[src/rtl/mult_div_ctrl.sv]
// -----------------------------------------------------------------------------
// mult_div_ctrl
//
// Sequential signed 32x32 multiply / divide unit with HI/LO result registers.
// A multiply uses radix-2 Booth recoding. A divide uses restoring division on
// the operand magnitudes, and the signs are put back in a final FIX step.
// One iteration is performed per clock.
//
// Ports
//   clock     in   rising-edge system clock
//   reset     in   asynchronous active-low reset
//   start     in   request a new operation (sampled only while idle)
//   op        in   0 = signed multiply, 1 = signed divide
//   opA       in   [31:0] multiplicand / dividend
//   opB       in   [31:0] multiplier / divisor
//   busy      out  high while an operation is in progress
//   done      out  one-cycle pulse when hi/lo hold a new result
//   HI_write  out  HI register write strobe, coincident with done
//   LO_write  out  LO register write strobe, coincident with done
//   div_zero  out  one-cycle pulse on a divide-by-zero request
//   hi        out  [31:0] product[63:32] or remainder
//   lo        out  [31:0] product[31:0] or quotient
// -----------------------------------------------------------------------------
module mult_div_ctrl (
    input  logic        clock,
    input  logic        reset,
    input  logic        start,
    input  logic        op,
    input  logic [31:0] opA,
    input  logic [31:0] opB,
    output logic        busy,
    output logic        done,
    output logic        HI_write,
    output logic        LO_write,
    output logic        div_zero,
    output logic [31:0] hi,
    output logic [31:0] lo
);

    typedef enum logic [2:0] {
        S_IDLE = 3'd0,
        S_MULT = 3'd1,
        S_DIV  = 3'd2,
        S_FIX  = 3'd3,
        S_DONE = 3'd4
    } state_t;

    state_t      state_q;
    logic [5:0]  cnt_q;
    // Booth: acc_q is the upper partial product (one guard bit), q_q holds the
    // multiplier and receives the low product bits.
    // Divide: acc_q is the partial remainder, q_q shifts the dividend out and
    // the quotient bits in.
    logic [32:0] acc_q;
    logic [31:0] q_q;
    logic        qm1_q;
    logic [31:0] m_q;
    logic        op_q;
    logic        quo_neg_q;
    logic        rem_neg_q;
    logic        dz_pend_q;
    logic        busy_q;
    logic        done_q;
    logic        div_zero_q;
    logic [31:0] hi_q;
    logic [31:0] lo_q;

    // Magnitudes of the raw operands. 0x80000000 maps to 2^31, which is still
    // correct when read as unsigned.
    logic [31:0] abs_a_s;
    logic [31:0] abs_b_s;

    // Operand magnitudes for the divide path
    always_comb begin
        abs_a_s = opA[31] ? (32'd0 - opA) : opA;
        abs_b_s = opB[31] ? (32'd0 - opB) : opB;
    end

    // One Booth step: add or subtract the multiplicand, then arithmetic shift
    logic [32:0] m_ext_s;
    logic [32:0] booth_sum_s;
    logic [32:0] booth_acc_d;
    logic [31:0] booth_q_d;
    logic        booth_qm1_d;

    // Booth recoding of the current multiplier bit pair
    always_comb begin
        m_ext_s = {m_q[31], m_q};
        case ({q_q[0], qm1_q})
            2'b01:   booth_sum_s = acc_q + m_ext_s;
            2'b10:   booth_sum_s = acc_q - m_ext_s;
            default: booth_sum_s = acc_q;
        endcase
        booth_acc_d = {booth_sum_s[32], booth_sum_s[32:1]};
        booth_q_d   = {booth_sum_s[0], q_q[31:1]};
        booth_qm1_d = q_q[0];
    end

    // One restoring-division step on unsigned magnitudes
    logic [32:0] div_shift_s;
    logic [32:0] div_trial_s;
    logic [32:0] div_acc_d;
    logic [31:0] div_q_d;

    // Trial subtraction; a borrow restores the shifted remainder
    always_comb begin
        div_shift_s = {acc_q[31:0], q_q[31]};
        div_trial_s = div_shift_s - {1'b0, m_q};
        if (div_trial_s[32]) begin
            div_acc_d = div_shift_s;
        end else begin
            div_acc_d = div_trial_s;
        end
        div_q_d = {q_q[30:0], ~div_trial_s[32]};
    end

    // Sign fix-up: the quotient is negative when the operand signs differ, and
    // the remainder takes the sign of the dividend
    logic [31:0] fix_hi_s;
    logic [31:0] fix_lo_s;

    // Final result selection for the FIX state
    always_comb begin
        if (op_q) begin
            fix_lo_s = quo_neg_q ? (32'd0 - q_q) : q_q;
            fix_hi_s = rem_neg_q ? (32'd0 - acc_q[31:0]) : acc_q[31:0];
        end else begin
            fix_lo_s = q_q;
            fix_hi_s = acc_q[31:0];
        end
    end

    // Control FSM, datapath registers and registered outputs.
    // The counter runs 0..32. Iterations happen while it is below 32, and the
    // cycle that sees 32 hands over to FIX. That places done in the cycle after
    // the 34th edge following the start edge.
    always_ff @(posedge clock or negedge reset) begin
        if (!reset) begin
            state_q    <= S_IDLE;
            cnt_q      <= 6'd0;
            acc_q      <= 33'd0;
            q_q        <= 32'd0;
            qm1_q      <= 1'b0;
            m_q        <= 32'd0;
            op_q       <= 1'b0;
            quo_neg_q  <= 1'b0;
            rem_neg_q  <= 1'b0;
            dz_pend_q  <= 1'b0;
            busy_q     <= 1'b0;
            done_q     <= 1'b0;
            div_zero_q <= 1'b0;
            hi_q       <= 32'd0;
            lo_q       <= 32'd0;
        end else begin
            done_q     <= 1'b0;
            dz_pend_q  <= 1'b0;
            // Divide-by-zero is flagged at the start edge and shown one cycle later
            div_zero_q <= dz_pend_q;
            case (state_q)
                S_IDLE: begin
                    if (start) begin
                        op_q  <= op;
                        cnt_q <= 6'd0;
                        acc_q <= 33'd0;
                        qm1_q <= 1'b0;
                        if (!op) begin
                            m_q     <= opA;
                            q_q     <= opB;
                            state_q <= S_MULT;
                            busy_q  <= 1'b1;
                        end else if (opB == 32'd0) begin
                            dz_pend_q <= 1'b1;
                            state_q   <= S_IDLE;
                            busy_q    <= 1'b0;
                        end else begin
                            m_q       <= abs_b_s;
                            q_q       <= abs_a_s;
                            quo_neg_q <= opA[31] ^ opB[31];
                            rem_neg_q <= opA[31];
                            state_q   <= S_DIV;
                            busy_q    <= 1'b1;
                        end
                    end else begin
                        state_q <= S_IDLE;
                        busy_q  <= 1'b0;
                    end
                end
                S_MULT: begin
                    busy_q <= 1'b1;
                    if (cnt_q == 6'd32) begin
                        state_q <= S_FIX;
                    end else begin
                        acc_q <= booth_acc_d;
                        q_q   <= booth_q_d;
                        qm1_q <= booth_qm1_d;
                        cnt_q <= cnt_q + 6'd1;
                    end
                end
                S_DIV: begin
                    busy_q <= 1'b1;
                    if (cnt_q == 6'd32) begin
                        state_q <= S_FIX;
                    end else begin
                        acc_q <= div_acc_d;
                        q_q   <= div_q_d;
                        cnt_q <= cnt_q + 6'd1;
                    end
                end
                S_FIX: begin
                    hi_q    <= fix_hi_s;
                    lo_q    <= fix_lo_s;
                    done_q  <= 1'b1;
                    busy_q  <= 1'b1;
                    state_q <= S_DONE;
                end
                S_DONE: begin
                    busy_q  <= 1'b0;
                    state_q <= S_IDLE;
                end
                default: begin
                    busy_q  <= 1'b0;
                    state_q <= S_IDLE;
                end
            endcase
        end
    end

    assign busy     = busy_q;
    assign done     = done_q;
    assign HI_write = done_q;
    assign LO_write = done_q;
    assign div_zero = div_zero_q;
    assign hi       = hi_q;
    assign lo       = lo_q;

endmodule

[config.mk]
export PLATFORM = sky130hd
export DESIGN_NAME = mult_div_ctrl
export DESIGN_NICKNAME = d
export VERILOG_FILES = /design/src/rtl/mult_div_ctrl.sv
export SDC_FILE = /design/constraint.sdc
export NUM_CORES = 1
export LEC_CHECK = 0
export CORE_ASPECT_RATIO = 1.4
export CORE_MARGIN = 5
export CORE_UTILIZATION = 55
export CTS_BUF_LIST = sky130_fd_sc_hd__clkbuf_4
export DETAILED_ROUTE_END_ITERATION = 6
export PLACE_DENSITY = 0.88
export SLEW_MARGIN = 20
export SYNTH_ARGS = -nofsm -noshare
export SYNTH_HDL_FRONTEND = slang
export SYNTH_SLANG_ARGS = --single-unit
export TNS_END_PERCENT = 10
[constraint.sdc]
create_clock -name clock -period 6.1 [get_ports clock]
set_input_delay 0.61 -clock clock [delete_from_list [all_inputs] [get_ports clock]]
set_output_delay 0.61 -clock clock [all_outputs]
set_load 0.02 [all_outputs]
==> metrics.txt, run 1 <==
CTS tree=done; effective utilization at floorplan=between 50% and 60%; yosys warns=0; chip height=around 210 um; Worst Hold Launch=dz_pend_q; final hold vios=0; worst-margin pin slew=between 0.9 and 1 ns; Pins Over Slew Limit=0; syn avg cell area=7.80 um^2; Layout area overhead=11.9%; distinct cell type count after synthesis=~80; RSZ-0062 raised after global routing=no; Detailed Routing Iterations Pass 1=7; Max stage delay on crit path=about 0.48 ns; post-cts resize count=0; Filler cells=roughly 2500; WL final=around 48 mm; slew margin rel.=33.4%; antenna-violating nets left=0; Setup crit end kind=register; row count=72; Critical Path AT=5.56 ns; layout cell share with drive strength beyond 1=4.27%; port bufs=136; Clock Pin Slew Worst Setup and Hold Paths=approximately 0.18 ns; Initial DRC Count=1648; largest net degree at the start of global routing=77; via count=approximately 16000; IO Pins=between 100 and 150; Via-to-Cell Ratio=roughly 6.5; Post-Syn Instances=a little under 2000; post-route clock period utilization=approximately four fifths; outcome=finished with violations; root buf cell=clkbuf_4; CP most frequent cell=a31oi_1; die area=approximately 0.031 mm^2; register area share after synthesis=between 20% and 30%; async set-reset flop share out of synthesis=100%; final setup fails=0; failing checks=design-rule violations; global-route wire length before repair=approximately 78 mm; Period minus WS final=4.99 ns; GRT Util Overall=a little under a third; Core ar.=0.0276 mm^2; worst setup path startpoint=m_q[6]; drt wl/cell=roughly 20 um; H-tree depth=4; Chip Width=151 um; Synth Cell Area=0.0154 mm^2; TritonCTS Buffers=17; slowest CP cell=nor4_1; FF-to-FF Start=m_q[6]; vias in the first global route=15016; RePlAce Congestion=1.01; ys flop type=dfrtp_1; initial antenna violation count=1; NumNets Final=~2200; gr ovfl total=0; Clock Path Buffers=2; synthesized flop and latch total=178; Clk Latency, worst-skew pair=about 0.65 ns; Post-Syn Nets=around 2100; Detailed Place HPWL=35.9 mm; critical path class=register to register; Post-synth EDFFs=0; startpoint type of the worst setup path=register; max_cap viols=0; f_max=0.200 GHz; final clock skew=approximately 0.043 ns; Final TNS setup=0 ns; CP Cell Sequence=nor4_1 -> and2_1 -> nand3_1 -> nor2_1 -> and4_1 -> a21oi_1 -> xnor2_1 -> ha_1 -> a21o_1 -> a311oi_1 -> a31oi_1 -> a31oi_1 -> o21ai_0 -> and4b_1 -> nor3_1 -> mux2i_1 -> o22a_1; R2R Setup Slk=1.11 ns; CP required=between 6 and 7 ns; type of the most critical hold path=register to register; # DRC=8; maximum fanout along the worst path=7; Sink Count=between 150 and 200
[worst max-delay path, delay by kind of cell (launching register included)]
kind	cells	cell delay, ns
compound gates	7	1.49
xor+xnor	1	0.22
fa+ha+maj	1	0.35
flops	1	0.45
mux	1	0.24
simple gates	7	2.18
[kinds of logic (layout without fill, tap and decap cells)]
logic type                 Yosys count  in the layout  share of synthesized area (%)
AOI/OAI and AO/OA                  673            673                           27.4
and+or+nand+nor                    603            603                           18.3
xor gates and xnor gates           204            204                           11.6
buffers and inverters              203            271                           5.34
DFF                                178            178                           29.0
adders and majority gates           75             75                           6.21
muxes                               32             32                           2.12
other                                0              1                              0
[final cells by class]
class                           count  area [um^2]  area share (%)
Antenna cell                        1         2.50          0.0146
Tap cell                          370          463            2.69
Clock buffer                       18          135           0.786
Multi-Input combinational cell   1587        10100            58.7
Sequential cell                   178         4450            25.9
Inverter                           69          259            1.51
Timing Repair Buffer              170         1630            9.47
Clock inverter                     14          146           0.852
[cell usage in the layout, fill, tap and decap left out, types with 10 or more instances in the layout]
cell type / instances
nor3_1: 33
a21oi_1: 162
nand2_1: 226
nand4_1: 13
a211oi_1: 14
o21ai_1: 11
dfrtp_1: 178
a31oi_1: 39
xnor2_1: 116
o41ai_1: 19
o22ai_1: 12
inv_1: 66
a21o_1: 39
buf_4: 32
o31ai_1: 39
or4_1: 17
nor2b_1: 14
mux2i_1: 28
and3_1: 20
clkbuf_4: 18
nor4_1: 15
o21a_1: 10
or3_1: 16
ha_1: 73
nor2_1: 166
xor2_1: 88
o21ai_0: 202
nand3_1: 30
o211ai_1: 30
nand2b_1: 15
a222oi_1: 11
clkdlybuf4s50_1: 134
[per-layer routing]
| layer | vias to the layer above | global-route usage (%) | share of wire, % |
|---|---|---|---|
| li1 | 7247 | - | - |
| met1 | 7292 | 38.3 | 38 |
| met2 | 872 | 50.5 | 48 |
| met3 | 173 | 4.80 | 8.7 |
| met4 | 0 | 15.3 | 5.2 |
| met5 | - | 0 | 0 |
[stage by stage]
step / util (%) / hold WS, ns / instances / cell area (um^2) / worst slack, ns
finish: 62.3 / 0.383 / 2407 / 17200 / 1.11
global route: 62.3 / 0.395 / 2407 / 17200 / 0.637
CTS: 62.3 / 0.388 / 2406 / 17200 / 1.25
detailed placement: 61.3 / 0.346 / 2373 / 16900 / 1.30
global placement: 61.3 / 0.339 / 2373 / 16900 / 1.36
floorplan: - / 0.314 / 1968 / 15400 / 1.63
[cell usage after synthesis, types with 6 or more instances]
master	count	share of area (%)
o22ai_1	12	0.49
a221oi_1	8	0.46
a211oi_1	14	0.68
nor2_1	166	4.1
nand2_1	227	5.5
mux2i_1	28	1.8
and3_1	20	0.81
o21a_1	10	0.49
a41oi_1	7	0.40
buf_1	15	0.37
a221o_1	8	0.52
a21o_1	39	1.9
o21ai_0	202	6.6
o221ai_1	8	0.46
nor4_1	15	0.61
ha_1	73	5.9
buf_6	6	0.44
and2_1	9	0.37
o21bai_1	9	0.44
o31ai_1	39	1.9
nand4_1	13	0.53
xor2_1	88	5.0
a31oi_1	39	1.6
o211ai_1	30	1.5
clkbuf_1	107	2.6
or4_1	17	0.83
a21oi_1	162	5.3
dfrtp_1	178	29
nand2b_1	15	0.61
nor3_1	33	1.1
nor2b_1	14	0.57
o21ai_1	11	0.36
nand3_1	30	0.98
o41ai_1	19	1.1
inv_1	66	1.6
a22oi_1	7	0.34
or3_1	16	0.65
xnor2_1	116	6.6
a222oi_1	11	0.72
a32oi_1	6	0.34
[registers in the layout, indices dropped and copies added, names as in the netlist]
| name | flops |
|---|---|
| HI_write | 1 |
| hi | 32 |
| state_q | 3 |
| m_q | 32 |
| quo_neg_q | 1 |
| lo | 32 |
| cnt_q | 6 |
| busy | 1 |
| rem_neg_q | 1 |
| qm1_q | 1 |
| op_q | 1 |
| div_zero | 1 |
| acc_q | 33 |
| dz_pend_q | 1 |
| q_q | 32 |
[timing repair]
item	in CTS	in global routing
endpoints found under the hold margin	51	0
hold buffers	1	0
setup buffers	0	0
[path summary, 6_finish.rpt]
| path | cells past startpoint | to |
|---|---|---|
| min reg2reg | 0 | div_zero |
| max | 17 | acc_q[31] |
| min | 0 | div_zero |
| min in group asynchronous | 2 | acc_q[18] |
| max in group asynchronous | 3 | q_q[19] |
| max reg2reg | 17 | acc_q[31] |
Power of run 1 is not shown: default switching activity piles up to over one toggle a cycle in this logic, so the estimate is an artifact.
==> run 2, diff against run 1 <==
clock period = 5.15 ns   (was 6.1 ns; I/O delays follow)
==> run 2 against run 1 <==
Effect of this change:
- the flow still finishes with violations (design-rule violations)
- final cell count increased by 0.58%
- critical path depth increased by 3
- sequential cell count unchanged
- highest routed layer unchanged
==> metrics.txt, run 2 (same netlist as run 1, synthesis figures left out) <==
final setup fails=0 (unchanged); worst slack, placed=0.402 ns (-0.895 ns); maximum fanout along the worst path=4 (-3); max_cap viols=0 (unchanged); RePlAce Congestion=1.01 (+0.23%); sequential cell area=0.00445 mm^2 (unchanged); Critical Path AT=5.33 ns (-0.23 ns); slew margin rel.=31.6% (-1.8 points); Via-to-Cell Ratio=6.40 (-1.1%); Detailed Routing Iterations Pass 1=7 (unchanged); final worst slack=0.361 ns (-0.745 ns); final hold vios=0 (unchanged); R2R depth=20 (+3); final clock skew=0.0294 ns (-0.0134 ns); startpoint type of the worst setup path=register; root buf cell=clkbuf_4; critical path class=register to register; row count=72 (unchanged); Sink Count=178 (unchanged); gr ovfl total=0 (unchanged); max reg flops=33 (unchanged); Core ar.=0.0276 mm^2 (unchanged); GRT Util Overall=30.5% (unchanged); largest net degree at the start of global routing=96 (+25%); Filler cells=2489 (-0.36%); Setup crit end kind=register; TritonCTS Buffers=17 (unchanged); CP required=5.69 ns (-0.97 ns); Chip Width=151 um (unchanged); R2R Setup Slk=0.36 ns (-0.75 ns); antenna-violating nets left=0 (unchanged); Clock Pin Slew Worst Setup and Hold Paths=0.18 ns (about the same); failing checks=design-rule violations; most frequent cells in the layout=nand2_1, o21ai_0, dfrtp_1, nor2_1, a21oi_1; Clock Path Buffers=2 (unchanged); Layout area overhead=12.3%; Min-Delay Path Depth=0 (unchanged); outcome=finished with violations; global-route wire length before repair=77.6 mm (-0.14%); CTS tree=done; Top reg by flops=acc_q; Clk Latency, worst-skew pair=0.63 ns (-0.02 ns); H-tree depth=4 (unchanged); vias in the first global route=15201 (+1.2%); IO Pins=137 (unchanged); initial antenna violation count=1 (unchanged); Finished Layout Cells=2421 (+0.58%); via count=15497 (-0.56%); sink of the worst hold path=div_zero; Worst Hold Launch=dz_pend_q; RSZ-0062 raised after global routing=no; Placed Cells=2387 (+0.59%); effective utilization at floorplan=55.7% (unchanged); # DRC=1 (-7); type of the most critical hold path=register to register; Initial DRC Count=1338 (-19%); Pins Over Slew Limit=0 (unchanged); die area=0.0314 mm^2 (unchanged); NumNets Final=2180 (+0.65%); layout cell share with drive strength beyond 1=4.88% (+0.60 points); r2r endpoint=acc_q[28]; port bufs=136 (unchanged); chip height=208 um (unchanged); commonest non-fill, non-tap cell in the layout=nand2_1; WL final=48.3 mm (about the same); f_max=0.209 GHz (+4.3%); Detailed Place HPWL=36.4 mm (+1.2%); drt wl/cell=20.0 um (-0.61%); post-route clock period utilization=93.0% (+11 points); Final TNS setup=0 ns (unchanged); multi-input logic area=0.0101 mm^2 (unchanged); worst-margin pin slew=1.02 ns (+0.0269 ns); Period minus WS final=4.79 ns (-0.205 ns); FF-to-FF Start=q_q[31]; fin util=62.6% (+0.25 points)
==> run 2: changes by cell type in the layout (fill, tap and decap cells not counted), sizes merged <==
cell    delta
buf       +14
bufinv     -1
clkbuf     +1
clkinv     +1
inv        -1
==> run 2: area by class of cell <==
type                       instances  share of cell area [%]
timing repair buffer             184                    10.0
multi-input combinational       1587                    58.5
antenna                            1                  0.0145
inverter                          69                    1.50
tap                              370                    2.68
sequential                       178                    25.8
clock inverter                    13                   0.595
clock buffer                      19                   0.827
==> run 2: routing by layer <==
layer  track usage, %  wire (um)  part of all wire (%)
met5                0          0                     0
met4             17.1       2770                   5.7
met3             4.63       3790                   7.9
met2             50.7      23300                    48
met1             37.4      18400                    38
==> run 2: per-stage QoR <==
step | cell area (um^2) | hold slack [ns]
floorplan | 15400 | 0.219
detailed placement | 17000 | 0.340
finish | 17300 | 0.374
global placement | 17000 | 0.336
CTS | 17200 | 0.374
global route | 17300 | 0.383
==> run 2: worst max path at each step <==
stage | startpoint | endpoint | slack (ns) | cells after the start
detailed placement | q_q[31] | acc_q[28] | 0.40 | 20
finish | q_q[31] | acc_q[28] | 0.36 | 20
floorplan | q_q[31] | acc_q[28] | 0.68 | 21
global placement | q_q[31] | acc_q[28] | 0.47 | 20
CTS | q_q[31] | acc_q[28] | 0.38 | 20
global route | q_q[31] | acc_q[26] | 0.03 | 18
==> run 2: repair_timing <==
| item | in CTS | in global routing |
|---|---|---|
| hold buffers | 1 | 0 |
| resized for setup | 0 | 0 |
| endpoints found under the hold margin | 7 | 0 |
| setup buffers | 0 | 0 |
==> run 2: critical path, cell delays in order, from the launching register on <==
cell	delay, ns
dfrtp_1	0.47
inv_1	0.13
ha_1	0.19
inv_1	0.06
fa_1	0.40
a21o_1	0.23
a221oi_1	0.42
nand2_1	0.10
a41oi_1	0.44
o41a_1	0.28
a211o_1	0.22
o211ai_1	0.15
nand3_1	0.11
nand2_1	0.06
ha_1	0.32
nor2_1	0.07
a221o_1	0.29
a21oi_1	0.10
o21ai_0	0.09
a211o_1	0.24
o32a_1	0.35
Power of run 2 is left out for the same reason.
